--- config.mk ---
export PLATFORM = sky130hd
export DESIGN_NAME = pwm_fade_sequencer
export DESIGN_NICKNAME = d
export VERILOG_FILES = /design/src/rtl/pwm_pkg.sv /design/src/rtl/pwm_tick_divider.sv /design/src/rtl/pwm_fade_sequencer.sv
export SDC_FILE = /design/constraint.sdc
export NUM_CORES = 1
export LEC_CHECK = 0
export BUFFER_PORTS_ARGS = -buffer_cell sky130_fd_sc_hd__clkbuf_2
export CORE_ASPECT_RATIO = 1.2
export CORE_MARGIN = 2
export CORE_UTILIZATION = 65
export DETAILED_ROUTE_END_ITERATION = 8
export HOLD_SLACK_MARGIN = 0.06
export PLACE_DENSITY = 0.89
export SYNTH_ARGS = -nofsm -noshare
export SYNTH_HDL_FRONTEND = slang
export SYNTH_SLANG_ARGS = --single-unit
--- constraint.sdc ---
create_clock -name clk -period 6.1 [get_ports clk]
set_input_delay 0.305 -clock clk [delete_from_list [all_inputs] [get_ports clk]]
set_output_delay 0.305 -clock clk [all_outputs]
set_load 0.02 [all_outputs]
--- src/rtl/pwm_pkg.sv ---
// Shared types and arithmetic for the PWM control stages.
package pwm_pkg;

    typedef enum logic [2:0] {
        IDLE,
        RAMP_UP,
        HOLD_HIGH,
        RAMP_DOWN,
        HOLD_LOW
    } fade_state_t;

    // 32-bit working width leaves headroom for any duty+step sum, so the
    // up direction saturates at max_duty and the down direction floors at 0.
    function automatic logic [31:0] sat_step(input logic [31:0] duty,
                                             input logic [31:0] step,
                                             input logic [31:0] max_duty,
                                             input logic        up);
        logic [31:0] r;
        if (up) begin
            r = duty + step;
            if (r > max_duty) r = max_duty;
        end else begin
            r = (duty <= step) ? 32'd0 : duty - step;
        end
        return r;
    endfunction

endpackage

--- src/rtl/pwm_tick_divider.sv ---
// Divides the generator's period_end ticks down to a step strobe.
module pwm_tick_divider #(
    parameter int DIV_W = 8
) (
    input  logic             clk,
    input  logic             reset_n,
    input  logic             period_end,
    input  logic             clear,
    input  logic [DIV_W-1:0] div_count,
    output logic             step_strobe
);

    logic [DIV_W-1:0] cnt_q, cnt_d, last;

    // A divide count of 0 behaves as 1 (strobe on every tick).
    assign last        = (div_count == '0) ? '0 : div_count - DIV_W'(1);
    assign step_strobe = period_end && (cnt_q >= last);

    always_comb begin
        cnt_d = cnt_q;
        if (clear)            cnt_d = '0;
        else if (step_strobe) cnt_d = '0;
        else if (period_end)  cnt_d = cnt_q + DIV_W'(1);
    end

    always_ff @(posedge clk or negedge reset_n) begin
        if (!reset_n) cnt_q <= '0;
        else          cnt_q <= cnt_d;
    end

endmodule

--- src/rtl/pwm_fade_sequencer.sv ---
// Breathing envelope: ramp up, hold, ramp down, hold, repeat; every duty
// change is issued as a one-cycle update aligned to the generator's period_end.
module pwm_fade_sequencer
    import pwm_pkg::*;
#(
    parameter int WIDTH    = 8,
    parameter int MAX_DUTY = 256,
    parameter int HOLD_W   = 8,
    parameter int DIV_W    = 8
) (
    input  logic              clk,
    input  logic              reset_n,
    input  logic              enable,
    input  logic [WIDTH-1:0]  step,
    input  logic [DIV_W-1:0]  periods_per_step,
    input  logic [HOLD_W-1:0] hold_high,
    input  logic [HOLD_W-1:0] hold_low,
    input  logic              period_end,
    output logic [WIDTH:0]    pwm_duty_cycle,
    output logic              update_parameters,
    output logic              busy,
    output logic              loop_done
);

    localparam logic [WIDTH:0] MAX_D = (WIDTH+1)'(MAX_DUTY);

    fade_state_t       state_q, state_d;
    logic [WIDTH:0]    duty_q, duty_d, up_duty, dn_duty;
    logic              upd_q, upd_d, done_q, done_d;
    logic [WIDTH-1:0]  step_q, step_d;
    logic [DIV_W-1:0]  div_q, div_d;
    logic [HOLD_W-1:0] hh_q, hh_d, hl_q, hl_d, hcnt_q, hcnt_d;
    logic              latch, strobe, div_clr;

    assign div_clr = (state_d != state_q);

    pwm_tick_divider #(.DIV_W(DIV_W)) u_div (
        .clk         (clk),
        .reset_n     (reset_n),
        .period_end  (period_end),
        .clear       (div_clr),
        .div_count   (div_q),
        .step_strobe (strobe)
    );

    assign up_duty = (WIDTH+1)'(sat_step(32'(duty_q), 32'(step_q), 32'(MAX_DUTY), 1'b1));
    assign dn_duty = (WIDTH+1)'(sat_step(32'(duty_q), 32'(step_q), 32'(MAX_DUTY), 1'b0));

    always_comb begin
        state_d = state_q;
        duty_d  = duty_q;
        upd_d   = 1'b0;
        done_d  = 1'b0;
        hcnt_d  = hcnt_q;
        latch   = 1'b0;
        step_d  = step_q;
        div_d   = div_q;
        hh_d    = hh_q;
        hl_d    = hl_q;
        case (state_q)
            IDLE: if (enable) begin
                state_d = RAMP_UP;
                latch   = 1'b1;
            end
            RAMP_UP: if (strobe) begin
                duty_d = up_duty;
                upd_d  = 1'b1;
                if (up_duty == MAX_D) state_d = (hh_q != '0) ? HOLD_HIGH : RAMP_DOWN;
            end
            HOLD_HIGH: if (period_end) begin
                if (hcnt_q == hh_q - HOLD_W'(1)) state_d = RAMP_DOWN;
                else                             hcnt_d  = hcnt_q + HOLD_W'(1);
            end
            RAMP_DOWN: if (strobe) begin
                duty_d = dn_duty;
                upd_d  = 1'b1;
                if (dn_duty == '0) begin
                    if (hl_q != '0) begin
                        state_d = HOLD_LOW;
                    end else begin
                        state_d = RAMP_UP;
                        done_d  = 1'b1;
                        latch   = 1'b1;
                    end
                end
            end
            HOLD_LOW: if (period_end) begin
                if (hcnt_q == hl_q - HOLD_W'(1)) begin
                    state_d = RAMP_UP;
                    done_d  = 1'b1;
                    latch   = 1'b1;
                end else begin
                    hcnt_d = hcnt_q + HOLD_W'(1);
                end
            end
            default: state_d = IDLE;
        endcase
        // A dropped enable overrides whatever the loop would have done this tick.
        if (state_q != IDLE && period_end && !enable) begin
            state_d = IDLE;
            duty_d  = '0;
            upd_d   = 1'b1;
            done_d  = 1'b0;
            latch   = 1'b0;
        end
        if (state_d != state_q) hcnt_d = '0;
        if (latch) begin
            step_d = (step == '0) ? WIDTH'(1) : step;
            div_d  = (periods_per_step == '0) ? DIV_W'(1) : periods_per_step;
            hh_d   = hold_high;
            hl_d   = hold_low;
        end
    end

    always_ff @(posedge clk or negedge reset_n) begin
        if (!reset_n) begin
            state_q <= IDLE;
            duty_q  <= '0;
            upd_q   <= 1'b0;
            done_q  <= 1'b0;
            hcnt_q  <= '0;
            step_q  <= '0;
            div_q   <= '0;
            hh_q    <= '0;
            hl_q    <= '0;
        end else begin
            state_q <= state_d;
            duty_q  <= duty_d;
            upd_q   <= upd_d;
            done_q  <= done_d;
            hcnt_q  <= hcnt_d;
            step_q  <= step_d;
            div_q   <= div_d;
            hh_q    <= hh_d;
            hl_q    <= hl_d;
        end
    end

    assign pwm_duty_cycle    = duty_q;
    assign update_parameters = upd_q;
    assign loop_done         = done_q;
    assign busy              = (state_q != IDLE);

endmodule

# Yosys cells after proc, flatten, opt, wreduce, memory -nomap -nowiden
# Index checks and enable logic that the tools add are counted.
classes:
  add_sub_neg: 7
  n_lt_le_gt_ge: 3
  eq_ne: 14
  n_mux: 44
  reduce_logical: 18
op_table:
  columns: ["op", "n"]
  rows:
  - ["$mux 8", 11]
  - ["$mux 9", 5]
  - ["$mux 3", 11]
  - ["$logic_not 8->1", 3]
  - ["$sub 8x1->8 const B", 3]
  - ["$ne 3x3->1 const B", 6]
  - ["$pmux 9 s2", 1]
  - ["$add 8x1->8 const B", 2]
  - ["$eq 8x8->1", 2]
  - ["$pmux 8 s2", 1]
  - ["$reduce_bool 8->1", 2]
  - ["$pmux 3 s5", 1]
  - ["$mux 1", 12]
  - ["$reduce_bool 3->1", 4]
  - ["$add 9x8->10", 1]
  - ["$gt 10x9->1 const B", 1]
  - ["$eq 9x9->1 const B", 1]
  - ["$le 9x8->1", 1]
  - ["$logic_not 9->1", 1]
  - ["$sub 9x8->9", 1]
  - ["$ge 8x8->1", 1]
  - ["$eq 3x2->1 const B", 2]
  - ["$reduce_and 5->1", 1]
  - ["$eq 3x1->1 const B", 1]
  - ["other kinds (9)", 11]
word_totals:
  regBits: 62
  inputBits: 36
  output_inout_bits: 12
  word_cells: 96

# Longest topological paths before layout
# Gate-level depths: netlist (run 1).
depth:
  word_depth: 11
  mapped_depth: 16
  depth_no_buf: 15

# Modules after synthesis
# Synthesis (run 1) repeated with hierarchy kept, for this count alone.
unflattened:
  cells_unflattened: 507
  area_unflattened_um2: 4951.0
by_module_without_submodules:
  columns: ["mod", "n_inst", "cells_each", "area_each_um2", "seq_area_each_um2"]
  rows:
  - ["pwm_fade_sequencer", 1, 413, 4145.2, 1351.3]
  - ["pwm_tick_divider", 1, 94, 805.8, 200.2]

# Worst setup path before layout (run 1)
# No wires, ideal clock.
synth_path:
  kind: "register to register"
  from: "reg div_q[0]"
  to: "reg hh_q[0]"
  setup_time_ps: 128
  arrival_time_ps: 3233
  t_required_ps: 5972
  setup_slack_ps: 2739
  stages_incl_launch_ff: 17
  n_path_buf: 1
  period_less_slack_ps: 3361
  path_cell_list: "dfrtp_1 -> inv_1 -> ha_1 -> nor2b_1 -> nand3b_1 -> or3_1 -> and2_1 -> ha_1 -> nand2b_1 -> a211oi_1 -> o211ai_1 -> nand3_1 -> nor3_1 -> nand2_1 -> a31oi_4 -> buf_4 -> mux2_1"
synth_via:
  elab_chain_cells: 7
  word_cells_on_any_way: 8
  cone_classes: "1 x add/sub; 1 x order compare; 4 x mux; 2 x reduce/logical"
synth_rtl:
  columns: ["item", "line", "source"]
  rows:
  - ["from (decl)", "pwm_fade_sequencer.sv:31", "logic [DIV_W-1:0] div_q, div_d;"]
  - ["from (signal assigned)", "pwm_fade_sequencer.sv:133", "div_q <= div_d;"]
  - ["$sub 8x1->8 or $logic_not 8->1 (tied branches)", "pwm_tick_divider.sv:16", "assign last = (div_count == '0) ? '0 : div_count - DIV_W'(1);"]
  - ["$mux 8 (*)", "pwm_tick_divider.sv:16", null]
  - ["$ge 8x8->1 (*)", "pwm_tick_divider.sv:17", "assign step_strobe = period_end && (cnt_q >= last);"]
  - ["$logic_and 1x1->1 (*)", "pwm_tick_divider.sv:17", null]
  - ["$mux 1 (*)", "pwm_fade_sequencer.sv:74", "RAMP_DOWN: if (strobe) begin"]
  - ["$pmux 1 s3 (*)", "pwm_fade_sequencer.sv:60", "case (state_q)"]
  - ["$mux 1 (*)", "pwm_fade_sequencer.sv:99", "if (state_q != IDLE && period_end && !enable) begin"]
  - ["to (signal assigned)", "pwm_fade_sequencer.sv:134", "hh_q <= hh_d;"]
  - ["to (decl)", "pwm_fade_sequencer.sv:32", "logic [HOLD_W-1:0] hh_q, hh_d, hl_q, hl_d, hcnt_q, hcnt_d;"]
# Mark *: on every way between the ends. The rest lies on a longest branch, timed or not.
# A chain may end at the register's enable or synchronous reset.

# Final worst setup path (run 1)
layout_path:
  from: "reg div_q[0]"
  to: "reg hl_q[6]"
layout_via:
  elab_chain_cells: 7
  word_cells_on_any_way: 8
  cone_classes: "1 x add/sub; 1 x order compare; 4 x mux; 2 x reduce/logical"
layout_rtl:
  columns: ["item", "line", "source"]
  rows:
  - ["$sub 8x1->8 or $logic_not 8->1 (tied branches)", "pwm_tick_divider.sv:16", null]
  - ["$mux 8 (*)", "pwm_tick_divider.sv:16", null]
  - ["$ge 8x8->1 (*)", "pwm_tick_divider.sv:17", null]
  - ["$logic_and 1x1->1 (*)", "pwm_tick_divider.sv:17", null]
  - ["$mux 1 (*)", "pwm_fade_sequencer.sv:74", null]
  - ["$pmux 1 s3 (*)", "pwm_fade_sequencer.sv:60", null]
  - ["$mux 1 (*)", "pwm_fade_sequencer.sv:99", null]
  - ["to (signal assigned)", "pwm_fade_sequencer.sv:135", "hl_q <= hl_d;"]
  - ["to (decl)", "pwm_fade_sequencer.sv:32", null]
# Marks and branches as above.

==> out/results.ini, run 1 <==
[power_and_ir_drop]
p_per_area_nw_per_um2 = 327
fin_total_pwr_uw = 1690
leakage_uw = 0.00229
irDropWorstVdd_mv = 0.225

[placed_design]
io_buffers = 47
pre_cts_slack_ns = 1.80
dp_cells = 637
place_congestion = 0.941
dp_hpwl_um = 8010

[yosys]
synthMuxAreaShare_pct = 8.01
synth_top_family_by_area = simple AND/OR/NAND/NOR gates
ys_seq_area_share_pct = 32.9
syn_area_um2 = 4720
yosys.area_share.simple_pct = 21.8
avgSynthCellArea_um2 = 9.01
synth_compound_area_share_pct = 16.0
ys.flop_type = dfrtp_1
yosys_warnings = 0
synth_xor_area_share_pct = 7.90
synth_edf_count = 0
synth_fp_nets = 591
async_reset_ff_share_pct = 100
synthCells = 524
synth-seq-cells = 62
synth_fa_ha_area_share_pct = 8.54
ys_types = 65

[timing]
finalHoldViolCount = 0
tightest_slew_ns = 1.17
period_minus_slack_ns = 4.37
clock_skew_ns = 0.00921
min_period_over_period_pct = 71.6
fmax_mhz = 229
slew_viol_final = 0
rsz0062_at_grt = false
setup-violations-final = 0
relSlewSlack_pct = 22.3
fin_tns_setup_ns = 0
timing.final.ws_setup_ns = 1.73

[floorplanning]
dieArea_um2 = 7960
placementRows = 34
initial_utilization_pct = 66.0
die_h_um = 97.3
die_width_um = 81.8
io_pins = 48
core-area_um2 = 7150

[worst_setup_path]
worstRegToRegCells = 15
cp_max_fo = 32
max_stage_delay_ns = 0.95
r2r-start = div_q[0]
crit_path_start_kind = flip-flop
crit_top_cell = ha_1
cp.depth = 15
path_buf_inv = 1
worstSetupPathType = reg2reg
reg2reg_slack_ns = 1.73
r2r-end = hl_q[6]
critPathTopFamily = simple AND/OR/NAND/NOR gates
path_cells = inv_1, ha_1, nor2b_1, nand3b_1, or3_1, and2_1, ha_1, nand2b_1, a211oi_1, o211ai_1, nand3_1, nor3_1, nand2_1, a31oi_4, mux2_1
cp_data_arrival_time_ns = 4.58
cp.required_ns = 6.32
endpoint_kind = flip-flop
critPathSlowestCell = a31oi_4

[global_routing]
grt_pass1_vias = 3968
grt_pass1_wl_um = 18000
antenna_found_initial = 0
grt_max_degree = 63
grt_usage_pct = 29.0
gr-total-overflow = 0

[clock_tree]
clockBufferDepth = 2
ctsHtreeMaxLevel = 3
clock-root-buffer = clkbuf_8
cts_sinks = 62
postCtsSetupBuffers = 0
cts_tree = yes
postCtsHoldBufs = 0
clock_latency_ns = 0.34
clk_pin_slew_worst_paths_ns = 0.07
cts_resized = 0
cts_buffers = 9

[cells_and_area]
final_core_util_pct = 72.5
drive_above_1_share_pct = 15.5
num_antenna_cells = 0
fin_nets = 625
final_cell_mix = dfrtp_1, clkbuf_2, nor2_1
area_growth_syn_to_layout_pct = 9.84
final_common_cell = dfrtp_1
stdcell_count = 653

[hold_path]
hold_path_class = in2async

[drt]
drt_pass1_iterations = 5
drcViolationCount = 0
drt_iter0_markers = 236
via_count = 4117
avgViaCountPerCell = 6.30
routedWlPerCell_um = 16.6
ant_nets = 0
routed_wirelength_um = 10900

[status]
status = finished clean

[job]
maxCapViolations = 0

how the worst max path moves through the flow:
| stage | from | end | slack [ns] |
|---|---|---|---|
| finish | div_q[0] | hl_q[6] | 1.73 |
| floorplan | div_q[0] | hh_q[0] | 2.74 |
| global placement | div_q[0] | div_q[7] | 1.97 |
| detailed placement | div_q[0] | div_q[2] | 1.80 |
| CTS | div_q[0] | div_q[2] | 1.75 |
| global route | div_q[0] | hl_q[6] | 1.47 |
cells in the mapped netlist (12+ instances only):
cell type  number  area (um^2)
ha_1           29          363
nand2b_1       12         75.1
dfrtp_1        62         1550
nor2_1         38          143
nor3_1         28          140
o21ai_0        13         65.1
a21oi_1        31          155
inv_1          31          116
clkbuf_1       19         71.3
xor2_1         18          158
xnor2_1        22          193
nand2_1        37          139
nand3_1        14         70.1
mux2_1         30          338
through the flow:
| stage | hold WS (ns) | cell area [um^2] |
|---|---|---|
| 6_report | 0.118 | 5180 |
| 5_1_grt | 0.167 | 5180 |
| 4_1_cts | 0.139 | 5180 |
| 3_5_place_dp | 0.513 | 4960 |
| 3_3_place_gp | 0.496 | 4960 |
| 2_1_floorplan | 0.00941 | 4720 |
metal layers:
metal | global-route usage (%) | up-vias | share of wire [%]
met2 | 48.5 | 149 | 52
met4 | 15.1 | 0 | 3.9
li1 | - | 1948 | -
met1 | 34.8 | 1988 | 39
met5 | 0 | - | 0
met3 | 4.93 | 32 | 5.1
cell families after synthesis:
logic type | after synthesis
mux | 34
xor+xnor | 41
fa+ha+maj | 31
flops | 62
simple gates | 197
compound gates | 103
buf+inv | 56
layout make-up:
cell class              instances  area (um^2)
multi-input cells             406         2940
fillers                       536         1960
flip-flops and latches         62         1550
repair buffers                 48          243
clock buffers                   9          124
inverters                      31          116
well taps                      90          113
clock inverters                 7         98.8
power by group:
| part | switching, uW | leakage, uW | internal (uW) |
|---|---|---|---|
| combinational | 395 | 0.00139 | 299 |
| clock | 167 | 0.000109 | 231 |
| sequential | 110 | 0.000787 | 492 |
| total | 672 | 0.00229 | 1020 |
flip-flops by register name, summed over array words and instances, names as in the netlist:
name and cells:
step_q 8, hl_q 8, pwm_duty_cycle 9, state_q 3, loop_done 1, hh_q 8
hcnt_q 8, div_q 8, update_parameters 1, u_div.cnt_q 8
(Power assumes the default switching activity.)
==> run 2: changes to the inputs <==
--- a/config.mk
+++ b/config.mk
@@ -5,13 +5,14 @@
 export SDC_FILE = /design/constraint.sdc
 export NUM_CORES = 1
 export LEC_CHECK = 0
+export ABC_AREA = 1
 export BUFFER_PORTS_ARGS = -buffer_cell sky130_fd_sc_hd__clkbuf_2
 export CORE_ASPECT_RATIO = 1.2
 export CORE_MARGIN = 2
-export CORE_UTILIZATION = 65
+export CORE_UTILIZATION = 61
 export DETAILED_ROUTE_END_ITERATION = 8
 export HOLD_SLACK_MARGIN = 0.06
-export PLACE_DENSITY = 0.89
+export PLACE_DENSITY = 0.84
 export SYNTH_ARGS = -nofsm -noshare
 export SYNTH_HDL_FRONTEND = slang
 export SYNTH_SLANG_ARGS = --single-unit
==> constraint.sdc (replaced) <==
create_clock -name clk -period 4.5 [get_ports clk]
set_input_delay 0.225 -clock clk [delete_from_list [all_inputs] [get_ports clk]]
set_output_delay 0.225 -clock clk [all_outputs]
set_load 0.02 [all_outputs]
==> run 2 against run 1 <==
Net effect:
- synthesized area is 6.3% higher
- critical path depth is 10 higher
- hold slack lost 0.037 ns
- critical path type unchanged
- highest routed layer unchanged
- die area increased by 13%
- via count grew 14%
- critical endpoint is now step_q[5]
- clock power rose by 15%
- largest cell class unchanged
- count of clock-buffer cells in the layout is 4 higher
==> out/results.ini, run 2 <==
[status]
status = finished clean  ; unchanged

[yosys]
async_reset_ff_share_pct = 100  ; unchanged
synth.most_common_cell = nand2_1  ; was dfrtp_1
synthMuxAreaShare_pct = 0  ; was 8.01%
synth_compound_area_share_pct = 10.2  ; was 16.0%
synth_area_leader_cell = dfrtp_1  ; unchanged
synth_fp_nets = 775  ; was 591
synthTopCellsByArea = dfrtp_1, nand2_1, inv_1  ; was dfrtp_1, ha_1, mux2_1
yosys.area.top_type_share_pct = 30.9  ; was 32.9%
ys_types = 42  ; was 65
synth_fa_ha_area_share_pct = 8.03  ; was 8.54%
avgSynthCellArea_um2 = 7.09  ; was 9.01 um^2
synth_xor_area_share_pct = 5.51  ; was 7.90%
ys_seq_area_share_pct = 30.9  ; was 32.9%
synth_edf_count = 0  ; unchanged
yosys.area_share.simple_pct = 35.6  ; was 21.8%
yosys_warnings = 0  ; unchanged
synth-seq-cells = 62  ; unchanged
ys.flop_type = dfrtp_1  ; unchanged
synth_top_family_by_area = simple AND/OR/NAND/NOR gates  ; unchanged
synthCells = 708  ; was 524
synthTopCellsByCount = nand2_1, inv_1, dfrtp_1  ; was dfrtp_1, nor2_1, nand2_1
syn_area_um2 = 5020  ; was 4720 um^2

[worst_setup_path]
path_buf_inv = 7  ; was 1
cp.required_ns = 4.77  ; was 6.32 ns
max_stage_delay_ns = 0.40  ; was 0.95 ns
cp_data_arrival_time_ns = 4.23  ; was 4.58 ns
cp_max_fo = 40  ; was 32
endpoint_kind = flip-flop  ; unchanged
critPathTopFamily = simple AND/OR/NAND/NOR gates  ; unchanged
worstSetupPathType = reg2reg  ; unchanged
critPathSlowestCell = dfrtp_1  ; was a31oi_4
crit_path_start_kind = flip-flop  ; unchanged

[power_and_ir_drop]
leakage_uw = 0.00283  ; was 0.00229 uW
p_per_area_nw_per_um2 = 654  ; was 327 nW/um^2
irDropWorstVdd_mv = 0.326  ; was 0.225 mV

[placed_design]
dp_cells = 839  ; was 637
dp_hpwl_um = 9230  ; was 8010 um
io_buffers = 47  ; unchanged
place_congestion = 1.00  ; was 0.941

[clock_tree]
ctsHtreeMaxLevel = 3  ; unchanged
clk_pin_slew_worst_paths_ns = 0.07  ; about the same
clock-root-buffer = clkbuf_8  ; unchanged
cts_buffers = 9  ; unchanged
postCtsSetupBuffers = 0  ; unchanged
clockBufferDepth = 2  ; unchanged
cts_sinks = 62  ; unchanged
cts_tree = yes  ; unchanged
clock_latency_ns = 0.35  ; was 0.34 ns

[floorplanning]
initial_utilization_pct = 62.2  ; was 66.0%
placementRows = 36  ; was 34
io_pins = 48  ; unchanged
core-area_um2 = 8060  ; was 7150 um^2
die_width_um = 86.8  ; was 81.8 um
dieArea_um2 = 8970  ; was 7960 um^2
die_h_um = 103  ; was 97.3 um

[timing]
relSlewSlack_pct = 48.0  ; was 22.3%
tightest_slew_ns = 0.781  ; was 1.17 ns
slew_viol_final = 0  ; unchanged
clock_skew_ns = 0.0115  ; was 0.00921 ns
min_period_over_period_pct = 88.1  ; was 71.6%
finalHoldViolCount = 0  ; unchanged
fin_tns_setup_ns = 0  ; unchanged
period_minus_slack_ns = 3.96  ; was 4.37 ns
rsz0062_at_grt = false  ; unchanged
fmax_mhz = 252  ; was 229 MHz
setup-violations-final = 0  ; unchanged

[job]
maxCapViolations = 0  ; unchanged

[cells_and_area]
drive_above_1_share_pct = 15.5  ; about the same
fin_nets = 824  ; was 625
largest_register_ffs = 9  ; unchanged
area_growth_syn_to_layout_pct = 9.80  ; was 9.84%
final_core_util_pct = 68.3  ; was 72.5%
stdcell_count = 857  ; was 653
num_antenna_cells = 0  ; unchanged
final_cell_mix = nand2_1, inv_1, dfrtp_1  ; was dfrtp_1, clkbuf_2, nor2_1
final_common_cell = nand2_1  ; was dfrtp_1

[drt]
drt_iter0_markers = 232  ; was 236
routed_wirelength_um = 11900  ; was 10,900 um
avgViaCountPerCell = 5.50  ; was 6.30
ant_nets = 0  ; unchanged
routedWlPerCell_um = 13.8  ; was 16.6 um
via_count = 4710  ; was 4,117
drt_pass1_iterations = 5  ; unchanged
drcViolationCount = 0  ; unchanged

[global_routing]
grt_pass1_wl_um = 20000  ; was 18,000 um
grt_pass1_vias = 4525  ; was 3,968
gr-total-overflow = 0  ; unchanged
grt_max_degree = 63  ; unchanged
grt_usage_pct = 28.3  ; was 29.0%
antenna_found_initial = 0  ; unchanged

[hold_path]
hold_path_class = in2reg  ; was in2async

==> run 2: cell types whose count changed after synthesis, moves of 13 or more <==
cell and change:
o21ai_1 +22, nand3_1 +35, inv_1 +71, nor3_1 -14, xnor2_1 -16, clkbuf_1 -18, nand2_1 +142, nor2_1 +20
nor2_4 +13, o21ai_0 +18, mux2_1 -30
==> run 2: final timing paths <==
check / start / to / slack (ns) / depth (start not counted)
max in group asynchronous: reset_n / pwm_duty_cycle[2] / 3.41 / 3
worst min register to register: step_q[0] / step_q[0] / 0.53 / 2
worst max-delay path: div_q[0] / step_q[5] / 0.54 / 25
worst max register to register: div_q[0] / step_q[5] / 0.54 / 25
min in group asynchronous: reset_n / hcnt_q[0] / 0.57 / 3
worst min-delay path: hold_high[4] / hh_q[4] / 0.08 / 3
==> run 2: worst reg2reg max path: cells and delay by family (launching register included) <==
kind / cells / cell delay (ns)
compound gates: 1 / 0.10
fa+ha+maj: 2 / 0.35
buf+inv: 7 / 1.10
flops: 1 / 0.40
simple gates: 15 / 1.92
==> run 2: cell type report <==
type	instances	area [um^2]
clock inverters	3	17.5
well taps	95	119
repair buffers	50	263
clock buffers	13	169
flip-flops and latches	62	1550
fillers	688	2550
inverters	109	412
multi-input cells	525	2980
==> run 2: power breakdown <==
group          switching (uW)  leakage, uW  internal [uW]  total [uW]
Combinational            1480      0.00192            743        2220
Clock                     216    0.0000954            243         459
Sequential                185     0.000808            735         920
Total                    1880      0.00283           1720        3600
==> run 2: stage by stage <==
| stage | total power (uW) | instance area [um^2] | hold slack (ns) | setup WS [ns] |
|---|---|---|---|---|
| 3_5_place_dp | 3110 | 5300 | 0.429 | 0.408 |
| 6_report | 3600 | 5510 | 0.0810 | 0.537 |
| 4_1_cts | 3600 | 5510 | 0.0726 | 0.371 |
| 2_1_floorplan | 2690 | 5020 | -0.0706 | 1.35 |
| 3_3_place_gp | 3050 | 5300 | 0.426 | 0.698 |
| 5_1_grt | 3940 | 5510 | 0.0977 | 0.0639 |
==> run 2: metal layers <==
layer  share of wire, %  vias to the layer above  track usage (%)
met5                  0                        -                0
met4                3.1                        0             12.6
li1                   -                     2371                -
met3                3.8                       29             4.44
met2                 52                      124             51.1
met1                 41                     2186             33.0
==> run 2: repair_timing <==
item | CTS | global route
endpoints found under the hold margin | 17 | 0
setup endpoints to repair | 0 | 22
hold buffers | 2 | 0
resized for setup | 0 | 2
==> run 2: logic make-up (layout without fill, tap and decap cells) <==
kind of cell               after synthesis  after routing
and+or+nand+nor                        372            372
xor gates and xnor gates                30             30
adders and majority gates               31             31
AOI/OAI and AO/OA                       92             92
buffers and inverters                  121            175
DFF                                     62             62
